`src/rtl/pc_seq_pkg.sv`:
```
// Shared types and default constants for the PC fetch sequencer.
package pc_seq_pkg;

    localparam int ADDR_W_DEFAULT  = 12;
    localparam int INSTR_W_DEFAULT = 32;
    localparam logic [ADDR_W_DEFAULT-1:0] RESET_ADDR_DEFAULT = 12'h000;

    typedef enum logic [2:0] {
        S_IDLE,
        S_FETCH,
        S_WAIT,
        S_ISSUE,
        S_DRAIN,
        S_HALT
    } state_e;

endpackage

```
`src/rtl/pc_fetch_sequencer.sv`:
```
// Drives program_counter's next value and runs the imem fetch / decode issue handshake.
// Optional PC_WRAP_TRAP_EN: incrementing past all-ones raises a sticky fault and halts.
module pc_fetch_sequencer
    import pc_seq_pkg::*;
#(
    parameter int ADDR_W  = ADDR_W_DEFAULT,
    parameter int INSTR_W = INSTR_W_DEFAULT,
    parameter logic [ADDR_W-1:0] RESET_ADDR = RESET_ADDR_DEFAULT
) (
    input  logic               clk,
    input  logic               rst,
    input  logic               start,
    input  logic [ADDR_W-1:0]  pc_q,
    output logic [ADDR_W-1:0]  pc_d,
    output logic               imem_req,
    output logic [ADDR_W-1:0]  imem_addr,
    input  logic               imem_ack,
    input  logic               imem_rvalid,
    input  logic [INSTR_W-1:0] imem_rdata,
    output logic               instr_valid,
    input  logic               instr_ready,
    output logic [INSTR_W-1:0] instr,
    output logic [ADDR_W-1:0]  instr_pc,
    input  logic               branch_en,
    input  logic [ADDR_W-1:0]  branch_target,
    input  logic               halt_req,
    output logic               halted,
    output logic               fault
);

    localparam logic [ADDR_W-1:0] PC_ONE = {{(ADDR_W-1){1'b0}}, 1'b1};

    state_e             state_q, state_d;
    logic               imem_req_q, imem_req_d;
    logic               instr_valid_q, instr_valid_d;
    logic               halted_q, halted_d;
    logic [INSTR_W-1:0] instr_q, instr_d;
    logic [ADDR_W-1:0]  instr_pc_q, instr_pc_d;
    logic               fault_q, fault_d;

    always_comb begin
        state_d    = state_q;
        pc_d       = pc_q;
        instr_d    = instr_q;
        instr_pc_d = instr_pc_q;
        fault_d    = fault_q;

        case (state_q)
            S_IDLE: begin
                pc_d = RESET_ADDR;
                if (start) state_d = S_FETCH;
            end
            S_FETCH: begin
                if (branch_en) begin
                    pc_d    = branch_target;
                    state_d = imem_ack ? S_DRAIN : S_FETCH;
                end else if (halt_req) begin
                    state_d = S_HALT;
                end else if (imem_ack) begin
                    state_d = S_WAIT;
                end
            end
            S_WAIT: begin
                if (branch_en) begin
                    pc_d    = branch_target;
                    state_d = imem_rvalid ? S_FETCH : S_DRAIN;
                end else if (imem_rvalid) begin
                    instr_d    = imem_rdata;
                    instr_pc_d = pc_q;
                    state_d    = S_ISSUE;
                end
            end
            S_ISSUE: begin
                if (branch_en) begin
                    pc_d    = branch_target;
                    state_d = S_FETCH;
                end else if (instr_ready) begin
`ifdef PC_WRAP_TRAP_EN
                    if (&pc_q) begin
                        fault_d = 1'b1;
                        state_d = S_HALT;
                    end else begin
                        pc_d    = pc_q + PC_ONE;
                        state_d = halt_req ? S_HALT : S_FETCH;
                    end
`else
                    pc_d    = pc_q + PC_ONE;
                    state_d = halt_req ? S_HALT : S_FETCH;
`endif
                end
            end
            S_DRAIN: begin
                if (imem_rvalid) state_d = S_FETCH;
            end
            S_HALT: begin
                if (start && !fault_q) state_d = S_FETCH;
            end
            default: state_d = S_IDLE;
        endcase

        // Reset must load RESET_ADDR into program_counter on the same edge.
        if (rst) pc_d = RESET_ADDR;

        imem_req_d    = (state_d == S_FETCH);
        instr_valid_d = (state_d == S_ISSUE);
        halted_d      = (state_d == S_HALT);
    end

    always_ff @(posedge clk) begin
        if (rst) begin
            state_q       <= S_IDLE;
            imem_req_q    <= 1'b0;
            instr_valid_q <= 1'b0;
            halted_q      <= 1'b0;
            instr_q       <= '0;
            instr_pc_q    <= '0;
            fault_q       <= 1'b0;
        end else begin
            state_q       <= state_d;
            imem_req_q    <= imem_req_d;
            instr_valid_q <= instr_valid_d;
            halted_q      <= halted_d;
            instr_q       <= instr_d;
            instr_pc_q    <= instr_pc_d;
            fault_q       <= fault_d;
        end
    end

    assign imem_req    = imem_req_q;
    assign imem_addr   = pc_q;
    assign instr_valid = instr_valid_q;
    assign instr       = instr_q;
    assign instr_pc    = instr_pc_q;
    assign halted      = halted_q;
`ifdef PC_WRAP_TRAP_EN
    assign fault       = fault_q;
`else
    assign fault       = 1'b0;
`endif

endmodule

```
`config.mk`:
```
export PLATFORM = sky130hd
export DESIGN_NAME = pc_fetch_sequencer
export DESIGN_NICKNAME = d
export VERILOG_FILES = /design/src/rtl/pc_seq_pkg.sv /design/src/rtl/pc_fetch_sequencer.sv
export SDC_FILE = /design/constraint.sdc
export NUM_CORES = 1
export LEC_CHECK = 0
export ABC_AREA = 1
export BUFFER_PORTS_ARGS = -buffer_cell sky130_fd_sc_hd__buf_2
export CORE_MARGIN = 2
export CORE_UTILIZATION = 46
export CTS_CLUSTER_DIAMETER = 150
export DETAILED_ROUTE_END_ITERATION = 6
export HOLD_SLACK_MARGIN = 0.03
export PLACE_DENSITY = 0.89
export SYNTH_ARGS = -nofsm -noshare
export SYNTH_HDL_FRONTEND = slang
export SYNTH_SLANG_ARGS = --single-unit
```
`constraint.sdc`:
```
create_clock -name clk -period 1.65 [get_ports clk]
set_clock_uncertainty 0.05 [all_clocks]
set_input_delay 0 -clock clk [delete_from_list [all_inputs] [get_ports clk]]
set_output_delay 0 -clock clk [all_outputs]
set_load 0.1 [all_outputs]
```
# Yosys cells after proc, flatten, opt, wreduce, memory -nomap -nowiden
# Cells that the tools add are included.
# op_classes
reduce_logical,4
addsub,1
bitwise,1
muxes,18
eq_ne,8
# op_table
operator,n
$mux 12,4
$mux 3,12
$pmux 12 s3,1
$pmux 3 s5,1
$add 12x1->12 const B,1
$eq 3x2->1 const B,3
$eq 3x3->1 const B,3
$eq 3x1->1 const B,2
$reduce_or 2->1,2
$logic_not 3->1,1
$reduce_and 3->1,1
$not 1->1,1
# totals
in_bits,64
elab_cells,38
ff_bits,50

# Longest topological paths before layout
# depth
depth_word,5
mapped_depth,11

# Worst setup path before layout
# No wires, ideal clock.
# synth_timing
path_type,flip-flop to output port
from,register state_q[1]
to,output pc_d[3]
path_stages_with_launch,9
slack_ns,-0.902
t_arrival_ns,2.502
path_cell_list,dfxtp_1 inv_2 nor2_2 nand2_1 inv_2 o21ai_0 nand3_1 nand3_1 a21oi_1
# synth_between
elab_chain_cells,4
elab_cells_between_ends,7
# synth_lines
element,line_no,source
"start, declared",pc_fetch_sequencer.sv:33,"state_e state_q, state_d;"
"start signal, assigned",pc_fetch_sequencer.sv:119,state_q <= state_d;
$eq 3x2->1 or $eq 3x1->1 (tied branches),pc_fetch_sequencer.sv:48,case (state_q)
$reduce_or 2->1 (no line),n/a,
$pmux 12 s3 (*),pc_fetch_sequencer.sv:48,
$mux 12 (*),pc_fetch_sequencer.sv:102,if (rst) pc_d = RESET_ADDR;
"end, declared",pc_fetch_sequencer.sv:14,"output logic [ADDR_W-1:0] pc_d,"
# Mark *: on every way between the ends. The rest lies on a longest branch, timed or not.

# Worst setup path in the final report
# layout_timing
from,register state_q[1]
to,output pc_d[8]
# The elaborated chain is that of the path after synthesis.

==> results by group <==
Outcome
  – Outcome: finished, violations left
  – Violated checks: setup timing

Logic synthesis
  – Post-synth cell types: 34
  – Post-synthesis xor/xnor area fraction: 0.320%
  – Post-synthesis simple-gate area fraction: 29.0%
  – Combinational family with the most area after synthesis: simple AND/OR/NAND/NOR gates
  – Sequential share of the synthesized area: a little over a third
  – Asr flop ratio synth: 0%
  – Primary FF master, synth: dfxtp_1
  – Mux contribution to synthesized area: 0%
  – Post-synthesis net count: 473
  – Synth Area in Adders: 0.457%
  – Synth Warn #: 0
  – Synthesized instance count: 408
  – Post-synthesis cell area: 0.00274 mm^2
  – Number of synthesized flops with an enable pin: 0
  – Compound-gate portion of the synthesized area: 20.7%
  – Synthesized flop and latch total: 50
  – Mean area per synthesized cell: 6.71 um^2

Timing
  – Fin. max-slew vios: 0
  – Crit share post-route: 108%
  – Fmax: 559 MHz
  – Final Hold Fails: 0
  – # setup viols final: 13
  – Crit path time final: 1790 ps
  – RSZ-0062 raised after global routing: true
  – Worst Slack Setup Final: -138 ps
  – Hold_ws: 76.3 ps

Die
  – Core area: about 0.0059 mm^2
  – Starting Density: 46.8%
  – Die Wd: 81.1 um
  – Top Ports: 136
  – Vert. Die Dim: 81.1 um
  – DIE AREA: 0.00658 mm^2
  – Rows: 28

Worst hold path
  – Hold Crit Class: in2reg
  – Hold path cells: 3

Worst setup path
  – Crit Path Category: reg2out
  – FF-to-FF path depth: 10
  – Crit Path Max Fanout: 5
  – CP Capture Type: output port
  – Arr. time, crit path: roughly 1700 ps
  – Req. time, crit path: 1600 ps
  – Critical path startpoint category: flop

Job
  – Max-Cap Viols: 0

Route
  – Routed vias: 3605
  – Via/cell ratio: 5.45
  – Initial drt markers: 358
  – DRC viols: 0
  – Detailed Route WL: roughly 11000 um
  – Post-DRT Antenna Nets: 0
  – Detailed Routing Iterations Pass 1: 5
  – Avg WL per Cell: 15.9 um

Pwr
  – Max rail drop VDD: around 710 uV
  – Leakage: 2.09 nW
  – Power per cell area: slightly below 700 mW/mm^2
  – Pwr Total: 3.11 mW

Global route
  – All-Layer GR Usage: 29.7%
  – Wire length of the first global-routing pass: 15200 um
  – Antenna violations before repair: 0
  – Pin count of the biggest net entering global routing: 53
  – Vias in the first global route: 3262
  – Remaining global-route overflow: 0

Clock network
  – CTS tree: built
  – CTS root buf: clkbuf_8
  – Worst-path clk slew: 90 ps
  – Clock Latency Late Sink: 300 ps
  – Longest Clk Path Bufs: 2
  – Clock sink count: 50
  – CTS Buf Count: 5
  – CTS H-Tree Depth: 2

Final layout
  – Layout area overhead: 67.0%
  – Layout cell share with drive strength beyond 1: between 40% and 50%
  – Ant diodes: 0
  – Layout Cells excl Fill: 661
  – Final #Nets: 650

Placement
  – Cell count after placement: approximately 600
  – Routability cong.: about 0.9
  – PortBufs: ~130
  – HPWL Detailed: 6320 um
  – Placement-stage worst setup slack: 76.0 ps
[metal layers]
layer	global-route usage, %	vias to the layer above	share of wire (%)
met5	0	-	0
met4	9.83	0	3.8
met3	4.89	48	7.4
met2	54.2	208	51
met1	35.1	1665	38
li1	-	1684	-
[synth_stat cells, types with 2 or more instances]
| cell type | n | share of area [%] |
|---|---|---|
| nor2_1 | 108 | 15 |
| o21ai_0 | 53 | 9.7 |
| dfxtp_1 | 50 | 37 |
| nand2_1 | 40 | 5.5 |
| inv_1 | 26 | 3.6 |
| nand3_1 | 26 | 4.8 |
| a21oi_1 | 23 | 4.2 |
| buf_4 | 14 | 3.8 |
| clkbuf_1 | 10 | 1.4 |
| o211ai_1 | 10 | 2.7 |
| buf_2 | 7 | 1.3 |
| a21oi_2 | 4 | 1.3 |
| inv_2 | 4 | 0.55 |
| nand4_1 | 4 | 0.91 |
| or2_2 | 4 | 0.91 |
| buf_6 | 3 | 1.2 |
| nor3_1 | 3 | 0.55 |
| a211oi_2 | 2 | 0.91 |
| nor2_2 | 2 | 0.46 |
[critical path, cell delays in order, from the launching register on]
cell and delay, ps:
dfxtp_2 370, inv_2 60, nor2_4 160, nand2_4 100, buf_6 150, nor2_2 90, nand3_2 100, a21oi_4 200
buf_12 190
[registers in the layout (all words and copies together) (netlist names)]
signal and count:
halted 1, imem_req 1, instr 32, instr_pc 12
instr_valid 1, state_q 3
[layout make-up]
class / count / area, um^2
Timing Repair inverter: 1 / 16.3
Sequential cell: 50 / 1010
Timing Repair Buffer: 205 / 1560
Clock buffer: 5 / 68.8
Clock inverter: 3 / 23.8
Tap cell: 75 / 93.8
Inverter: 31 / 168
Fill cell: 400 / 1280
Multi-Input combinational cell: 291 / 1640
[worst paths after layout]
path / from / to / slack [ps]
worst max-delay path: state_q[1] / pc_d[8] / -140
worst min-delay path: pc_q[3] / instr_pc[3] / 80
worst max register to register: state_q[1] / instr_pc[9] / -10
worst min register to register: instr_pc[8] / instr_pc[8] / 430
[cell usage in the layout (no fill, tap or decap), types with 5 or more instances in the layout]
master	instances
nand3_1	18
nand3_2	7
a21oi_4	7
a21oi_2	9
clkinvlp_4	6
a21oi_1	11
inv_1	19
nand2_1	35
nor2_1	99
nor2_2	8
o21ai_0	43
buf_2	122
buf_6	9
dlygate4sd3_1	43
o211ai_1	10
o21ai_1	6
buf_4	17
buf_12	13
dfxtp_1	48
clkbuf_8	5
[report_power, final]
group	switching, mW	internal, mW	total (mW)
logic	0.761	0.388	1.15
clock network	0.423	0.304	0.727
registers	0.00976	1.22	1.23
total	1.19	1.91	3.11
[cells by family (layout without fill, tap and decap cells)]
| family | after synthesis | after routing |
|---|---|---|
| XOR/XNOR | 1 | 1 |
| other | 1 | 1 |
| adder cells (fa/ha/maj) | 1 | 1 |
| AND/OR/NAND/NOR | 190 | 190 |
| flip-flops | 50 | 50 |
| AO/OA/AOI/OAI | 98 | 98 |
| buffers and inverters | 67 | 245 |
[through the flow]
step	instance area [um^2]	util, %	TNS (ps)
finish	4570	78.1	-1070
global route	4570	78.1	-2060
CTS	4370	74.7	-748
detailed placement	3680	62.9	0
global placement	3680	62.9	0
floorplan	2840	-	-53.0
[repair_timing]
| item | CTS | global route |
|---|---|---|
| pin swaps | 18 | 16 |
| hold buffers | 43 | 0 |
| hold endpoints to repair | 46 | 0 |
| gates cloned | 0 | 3 |
| gates resized for setup | 36 | 39 |
| setup endpoints to repair | 12 | 56 |
| buffers inserted | 7 | 2 |
Note: power is estimated with default switching activity, not from simulation.
